[src/rtl/alu_arbiter.sv]
// Two-requester front end for a shared combinational ALU: round-robin grant,
// fixed settle time, then a response that is held until the owner takes it.
module alu_arbiter #(
  parameter int EXEC_CYCLES = 2
) (
  input  logic        clk,
  input  logic        rst,
  input  logic        req0_valid,
  output logic        req0_ready,
  input  logic [5:0]  req0_op,
  input  logic [7:0]  req0_a,
  input  logic [7:0]  req0_b,
  input  logic        req1_valid,
  output logic        req1_ready,
  input  logic [5:0]  req1_op,
  input  logic [7:0]  req1_a,
  input  logic [7:0]  req1_b,
  output logic        rsp0_valid,
  input  logic        rsp0_ready,
  output logic        rsp1_valid,
  input  logic        rsp1_ready,
  output logic [15:0] rsp_result,
  output logic        rsp_err,
  output logic [7:0]  alu_a,
  output logic [7:0]  alu_b,
  output logic [5:0]  alu_op,
  input  logic [15:0] alu_result,
  output logic        busy,
  output logic [1:0]  dbg_state
);

  // Handshakes: a transfer happens on the rising edge where valid and ready
  // are both high; valid never waits on ready, ready may depend on valid.

  typedef enum logic [1:0] {
    S_IDLE = 2'd0,
    S_EXEC = 2'd1,
    S_RESP = 2'd2
  } state_t;

  localparam logic [3:0] LAST_CNT = 4'(EXEC_CYCLES - 1);

  state_t      state_q;
  logic        id_q;
  logic        last_grant_q;
  logic [5:0]  op_q;
  logic [7:0]  a_q;
  logic [7:0]  b_q;
  logic [3:0]  cnt_q;
  logic [15:0] rsp_result_q;
  logic        rsp_err_q;

  logic        grant_d;
  logic        accept_d;
  logic        op_legal_d;
  logic        hs_d;
  logic [15:0] result_d;
  logic        err_d;

  // Contested requests go to whoever did not finish last.
  always_comb begin
    grant_d = 1'b0;
    if (req0_valid && req1_valid) begin
      grant_d = ~last_grant_q;
    end else if (req1_valid) begin
      grant_d = 1'b1;
    end
  end

  assign accept_d   = (state_q == S_IDLE) && (req0_valid || req1_valid);
  assign req0_ready = (state_q == S_IDLE) && req0_valid && !grant_d;
  assign req1_ready = (state_q == S_IDLE) && req1_valid && grant_d;

  assign op_legal_d = (op_q <= 6'd4) ||
                      ((op_q >= 6'd8) && (op_q <= 6'd11)) ||
                      (op_q == 6'd16);

  always_comb begin
    result_d = alu_result;
    err_d    = 1'b0;
    if (!op_legal_d) begin
      result_d = 16'h0000;
      err_d    = 1'b1;
    end else if ((op_q == 6'd3) && (b_q == 8'd0)) begin
      result_d = 16'hFFFF;
      err_d    = 1'b1;
    end
  end

  assign hs_d = (state_q == S_RESP) && (id_q ? rsp1_ready : rsp0_ready);

  always_ff @(posedge clk or posedge rst) begin
    if (rst) begin
      state_q      <= S_IDLE;
      id_q         <= 1'b0;
      last_grant_q <= 1'b1;
      op_q         <= 6'd0;
      a_q          <= 8'd0;
      b_q          <= 8'd0;
      cnt_q        <= 4'd0;
      rsp_result_q <= 16'd0;
      rsp_err_q    <= 1'b0;
    end else begin
      unique case (state_q)
        S_IDLE: begin
          if (accept_d) begin
            id_q    <= grant_d;
            op_q    <= grant_d ? req1_op : req0_op;
            a_q     <= grant_d ? req1_a : req0_a;
            b_q     <= grant_d ? req1_b : req0_b;
            cnt_q   <= 4'd0;
            state_q <= S_EXEC;
          end
        end
        S_EXEC: begin
          if (cnt_q == LAST_CNT) begin
            rsp_result_q <= result_d;
            rsp_err_q    <= err_d;
            state_q      <= S_RESP;
          end else begin
            cnt_q <= cnt_q + 4'd1;
          end
        end
        S_RESP: begin
          if (hs_d) begin
            last_grant_q <= id_q;
            state_q      <= S_IDLE;
          end
        end
        default: state_q <= S_IDLE;
      endcase
    end
  end

  // The ALU sees zeros while idle so it never toggles on stale operands.
  assign alu_op     = (state_q != S_IDLE) ? op_q : 6'd0;
  assign alu_a      = (state_q != S_IDLE) ? a_q : 8'd0;
  assign alu_b      = (state_q != S_IDLE) ? b_q : 8'd0;
  assign rsp0_valid = (state_q == S_RESP) && !id_q;
  assign rsp1_valid = (state_q == S_RESP) && id_q;
  assign rsp_result = rsp_result_q;
  assign rsp_err    = rsp_err_q;
  assign busy       = (state_q != S_IDLE);
  assign dbg_state  = state_q;

endmodule
[config.mk]
export PLATFORM = sky130hd
export DESIGN_NAME = alu_arbiter
export DESIGN_NICKNAME = d
export VERILOG_FILES = /design/src/rtl/alu_arbiter.sv
export SDC_FILE = /design/constraint.sdc
export NUM_CORES = 1
export LEC_CHECK = 0
export CORE_MARGIN = 5
export CORE_UTILIZATION = 38
export DETAILED_ROUTE_END_ITERATION = 8
export PLACE_DENSITY = 0.78
export SETUP_SLACK_MARGIN = 0.5
export SYNTH_ARGS = -nofsm -noshare
export SYNTH_HDL_FRONTEND = slang
export SYNTH_SLANG_ARGS = --single-unit
[constraint.sdc]
create_clock -name clk -period 1.65 [get_ports clk]
set_input_delay 0.33 -clock clk [delete_from_list [all_inputs] [get_ports clk]]
set_output_delay 0.33 -clock clk [all_outputs]
set_load 0.005 [all_outputs]
==> flow_summary.json <==
{
  "combPwrFrac": 0.613,
  "netlist.area_leader.share": 0.4501,
  "fin_crit_ns": 1.766,
  "dp_cells": 403,
  "violations": "negative setup slack",
  "hold_class": "in -> async",
  "nets": 442,
  "status": "finished with violations",
  "synth.distinct_cells": 35,
  "critPathSlowestCell": "dfrtp_2",
  "antenna_left": 0,
  "die_h_um": 92.04,
  "fin_crit_sh": 1.070,
  "viasPerCell": 5.310,
  "startpoint": "dbg_state[1]",
  "syn_nets": 276,
  "fp.dieW_um": 92.04,
  "path_delay_family": "buffers and inverters",
  "cts.clk_slew.worst_paths_ns": 0.09,
  "cts_sinks": 47,
  "drt_first_pass_iters": 4,
  "critPathLaunchType": "flop",
  "drv_cap": 0,
  "synth_edf_count": 0,
  "yosys-top-cells-count": "mux2_2, dfrtp_1, nor2b_1",
  "grt_pass1_wl_um": 13370,
  "cts.htree.levels": 2,
  "drc_errors": 0,
  "coreArea_um2": 6459,
  "use_met3": 0.04664,
  "synth-async-reset-ratio": 1.000,
  "synth_area_leader_cell": "dfrtp_1",
  "use_met1": 0.2303,
  "drt_iter0_drc": 104,
  "ctsHoldBuffers": 0,
  "timing.rr.end": "op_q[2]",
  "dpl-instance-area_um2": 3943,
  "seq_area_frac_synth": 0.4604,
  "finalWirelength_um": 8870,
  "initial_core_util": 0.3960,
  "worstReg2RegStart": "dbg_state[1]",
  "busiest_layer": "met2",
  "hold_viol_final": 0,
  "p_sw_mw": 2.632,
  "synth_most_common_cell": "mux2_2",
  "wire_per_inst_um": 19.62,
  "vdd_ir_drop_max_mv": 0.8332,
  "max_freq_mhz": 566.3,
  "netSwitchingFraction": 0.3484,
  "place.gp.congestion": 0.7660,
  "io_pins": 112,
  "worst_pin_slew_ns": 0.4417,
  "cts_tree": "built",
  "worstPathRequired_ns": 1.85,
  "row_count": 29,
  "vias": 2400,
  "avgSynthCellArea_um2": 12.30,
  "fin_skew_ns": 0.01118,
  "track_usage": 0.2026,
  "pwr-share-seq": 0.284,
  "finalNonFillerCells": 452,
  "synth_area_um2": 2557,
  "slew_viol_final": 0,
  "synthFlopType": "dfrtp_1",
  "end_kind": "flop",
  "p_int_mw": 4.923,
  "path_common_cell": "buf_6",
  "path_cells": "nor2_4 -> buf_6 -> buf_6 -> o21a_4 -> buf_4 -> bufbuf_16 -> mux2_2",
  "numCtsBuffers": 5,
  "synthTopCellsByArea": "dfrtp_1, mux2_2, nor2b_1",
  "power.density_nw_per_um2": 1649,
  "area_delta_synth_final_pct": 79.16,
  "cts-root-buf": "clkbuf_8",
  "worst-path-max-fanout": 6,
  "ys_seq_elements": 47,
  "netlist_instances": 208,
  "clkLatencyLatePin_ns": 0.31,
  "yosysWarningCount": 0,
  "grt_max_degree": 19,
  "setup_viol": 56,
  "pwr-share-clk": 0.103,
  "diodes": 0,
  "final_cell_area_um2": 4582,
  "cts_buffer_depth": 2,
  "p_leak_nw": 2.044,
  "io_buffers": 111,
  "crit_arrival_ns": 1.96,
  "die_area_um2": 8470,
  "relSlewSlack": 0.7033,
  "r2r_cells": 7,
  "worstSetupPathType": "reg -> reg",
  "gr-usage-met2": 0.3674,
  "critPathBufInv": 4,
  "antenna_found_initial": 0,
  "drive_gt1_frac": 0.5627,
  "grt_remaining_overflow": 0,
  "worst_slack_ns": -0.1158,
  "rsz0062_at_grt": "true",
  "r2r_slack_ns": -0.12,
  "cpPeakStageDelay_ns": 0.43,
  "dp.final_hpwl_um": 5286,
  "grt_pass1_vias": 2534
}
## repair_timing
item,CTS,global route
endpoints found under the setup margin,93,93
gates resized for setup,243,12
pin swaps,8,3
setup buffers,24,9
cloned,6,2
## how the worst max path moves through the flow
stage	to	slack [ns]	cells past startpoint
5_1_grt	a_q[4]	-0.17	7
3_3_place_gp	req1_ready	-0.37	4
6_report	op_q[2]	-0.12	7
3_5_place_dp	req1_ready	-0.39	4
4_1_cts	req1_ready	-0.10	6
2_1_floorplan	cnt_q[0]	0.11	5
## logic make-up (layout without fill, tap and decap cells)
group,count (synthesis),in the layout,share of synthesized area
muxes,48,48,0.2114
DFF,47,47,0.4604
and+or+nand+nor,47,47,0.1297
AOI/OAI and AO/OA,45,45,0.1492
buffers and inverters,19,186,0.03963
adders and majority gates,2,2,0.009783
## layout make-up
cell class / instances / area [um2]
timing repair buffer: 172 / 1632
clock buffer: 8 / 100.1
inverter: 6 / 28.78
tap: 77 / 96.34
fill: 459 / 1877
multi-input combinational: 142 / 1545
sequential: 47 / 1180
## sequential cells by signal, summed over array words and instances (netlist names)
signal,count
last_grant_q,1
rsp_err,1
id_q,1
dbg_state,2
a_q,8
cnt_q,4
rsp_result,16
b_q,8
op_q,6
## routing by layer
metal  part of all wire  vias to the layer above  wire length (um)
met4              0.037                        0               325
met1               0.39                     1171              3439
met2               0.53                       87              4665
li1                   -                     1116                 -
met5                  0                        -                 0
met3              0.050                       26               440
## layout by cell type (no fill, tap or decap), types with 6 or more instances in the layout
cell and instances:
buf_6 15, clkdlybuf4s50_1 63, mux2_2 44, nor2b_1 13, dfrtp_1 44, buf_12 6, o2bb2ai_2 16, buf_2 40
a41oi_1 16, clkbuf_8 7, nor2b_4 7, buf_4 36
## power by group through the flow
stage	registers (mW)	clock network [mW]	logic, mW
2_1_floorplan	2.11	0	1.79
3_3_place_gp	2.13	0	3.46
3_5_place_dp	2.16	0	3.52
4_1_cts	2.13	0.786	4.29
5_1_grt	2.22	0.835	4.92
6_report	2.15	0.775	4.63
## stage by stage
| step | setup slack [ns] | TNS (ns) | hold WS, ns | total power, mW | utilization |
|---|---|---|---|---|---|
| after floorplan | 0.1118 | 0 | 0.3529 | 3.900 | - |
| after global placement | -0.3709 | -8.684 | 0.4723 | 5.599 | 0.6104 |
| after detailed placement | -0.3851 | -9.469 | 0.4742 | 5.680 | 0.6104 |
| after CTS | -0.1007 | -2.753 | 0.3426 | 7.207 | 0.6867 |
| after global routing | -0.1738 | -7.505 | 0.3419 | 7.970 | 0.7094 |
| final | -0.1158 | -3.751 | 0.3276 | 7.555 | 0.7094 |
Power figures use the tool's default switching activity.
==> patch, RTL diff (same settings) <==
Reset style: synchronous (`rst`), changed in one clocked block.
--- a/src/rtl/alu_arbiter.sv
+++ b/src/rtl/alu_arbiter.sv
@@ -90,5 +90,5 @@
   assign hs_d = (state_q == S_RESP) && (id_q ? rsp1_ready : rsp0_ready);
 
-  always_ff @(posedge clk or posedge rst) begin
+  always_ff @(posedge clk) begin
     if (rst) begin
       state_q      <= S_IDLE;
Behaviour: differs if rst is asserted again (counterexample within 4 cycles, from zero or initial values and one cycle with rst high); with rst held inactive, the same outputs for 10 cycles.
==> patch against the original RTL <==
- the flow still finishes with violations (setup timing)
- critical path depth decreased by 2
- cell count increased by 6.9%
- clock skew decreased by 0.00051 ns
- area after synthesis decreased by 10%
- routed wire length increased by 0.28%
- die area decreased by 9.0%
- worst setup slack improved by 0.078 ns
- sequential cell count unchanged
- hold slack improved by 0.13 ns
- synthesized cell count increased by 18%
- final area increased by 0.87%
Power is not compared: it rests on default switching activity, and its combinational part moved more than twofold at a synthesized area within 25%.
==> patch: results (changes against the original RTL) <==
stage,metric,value,unit,change
worst_setup_path,FF-to-FF path depth,5,,-2
synth,Cell variety after synth,37,,+5.7%
synth,Synth top cells by count,"nor2_1 (50), dfxtp_1 (47), mux2i_1 (26), a211oi_1 (22), and2_1 (22)",,
routing,Post-Route WL,8.90,mm,+0.28%
outcome,violated checks,setup timing,,
worst_setup_path,Critical Path Fanout Max,8,,+2
worst_setup_path,"CP delay by family, top",simple AND/OR/NAND/NOR gates,,
place,Placement Setup Slack,-0.385,ns,+0.000220 ns
sta,skew final,0.0107,ns,-0.000514 ns
synth,mean post-synth cell area,9.39,µm²,-24%
outcome,status,"complete, but fails checks",,
cells_and_area,Layout non-clock buf frac,37.7,%,+2.1 points
worst_setup_path,"slowest stage delay, CP",0.60,ns,+0.17 ns
sta,endpoints failing setup,14,,-75%
cells_and_area,post-route insts no fill,483,,+6.9%
grt,first-pass GRT wire length,12.1,mm,-9.7%
routing,Pre-Repair DR Iteration Count,5,,+1
sta,Fin Setup TNS,-0.263,ns,+3.49 ns
cells_and_area,clock network share of area,2.54,%,+0.36 points
cells_and_area,Non-Clock Buffer Count,169,,-1.7%
grt,number of global-route vias before repair,2418,,-4.6%
sta,final hold slack,0.458,ns,+0.131 ns
worst_setup_path,CP max stage cell,or4_4,,
synth,Mapped Area,0.00230,mm²,-10%
sta,Final WS setup,-0.0381,ns,+0.0777 ns
cells_and_area,# clk buffers,6,,-2
patch: cell families after synthesis:
kind of cell               after synthesis  synth area share, %
AOI/OAI and AO/OA                       51                 20.3
adders and majority gates                2                 1.09
buffers and inverters                   20                 4.84
DFF                                     47                 40.9
muxes                                   26                 11.3
and+or+nand+nor                         99                 21.5
patch: worst register-to-register path, delay by kind of cell, from the launching register on:
| family | cells | cell delay, ns |
|---|---|---|
| buffers and inverters | 1 | 0.14 |
| DFF | 1 | 0.37 |
| and+or+nand+nor | 3 | 0.95 |
| AOI/OAI and AO/OA | 1 | 0.16 |
patch: metal layers:
metal  track usage [%]  vias to the layer above  part of all wire [%]
li1                  -                     1193                     -
met1              23.9                     1182                    39
met2              36.3                      112                    50
met3              4.70                       21                   7.9
met4              7.11                        0                   3.1
met5                 0                        -                     0
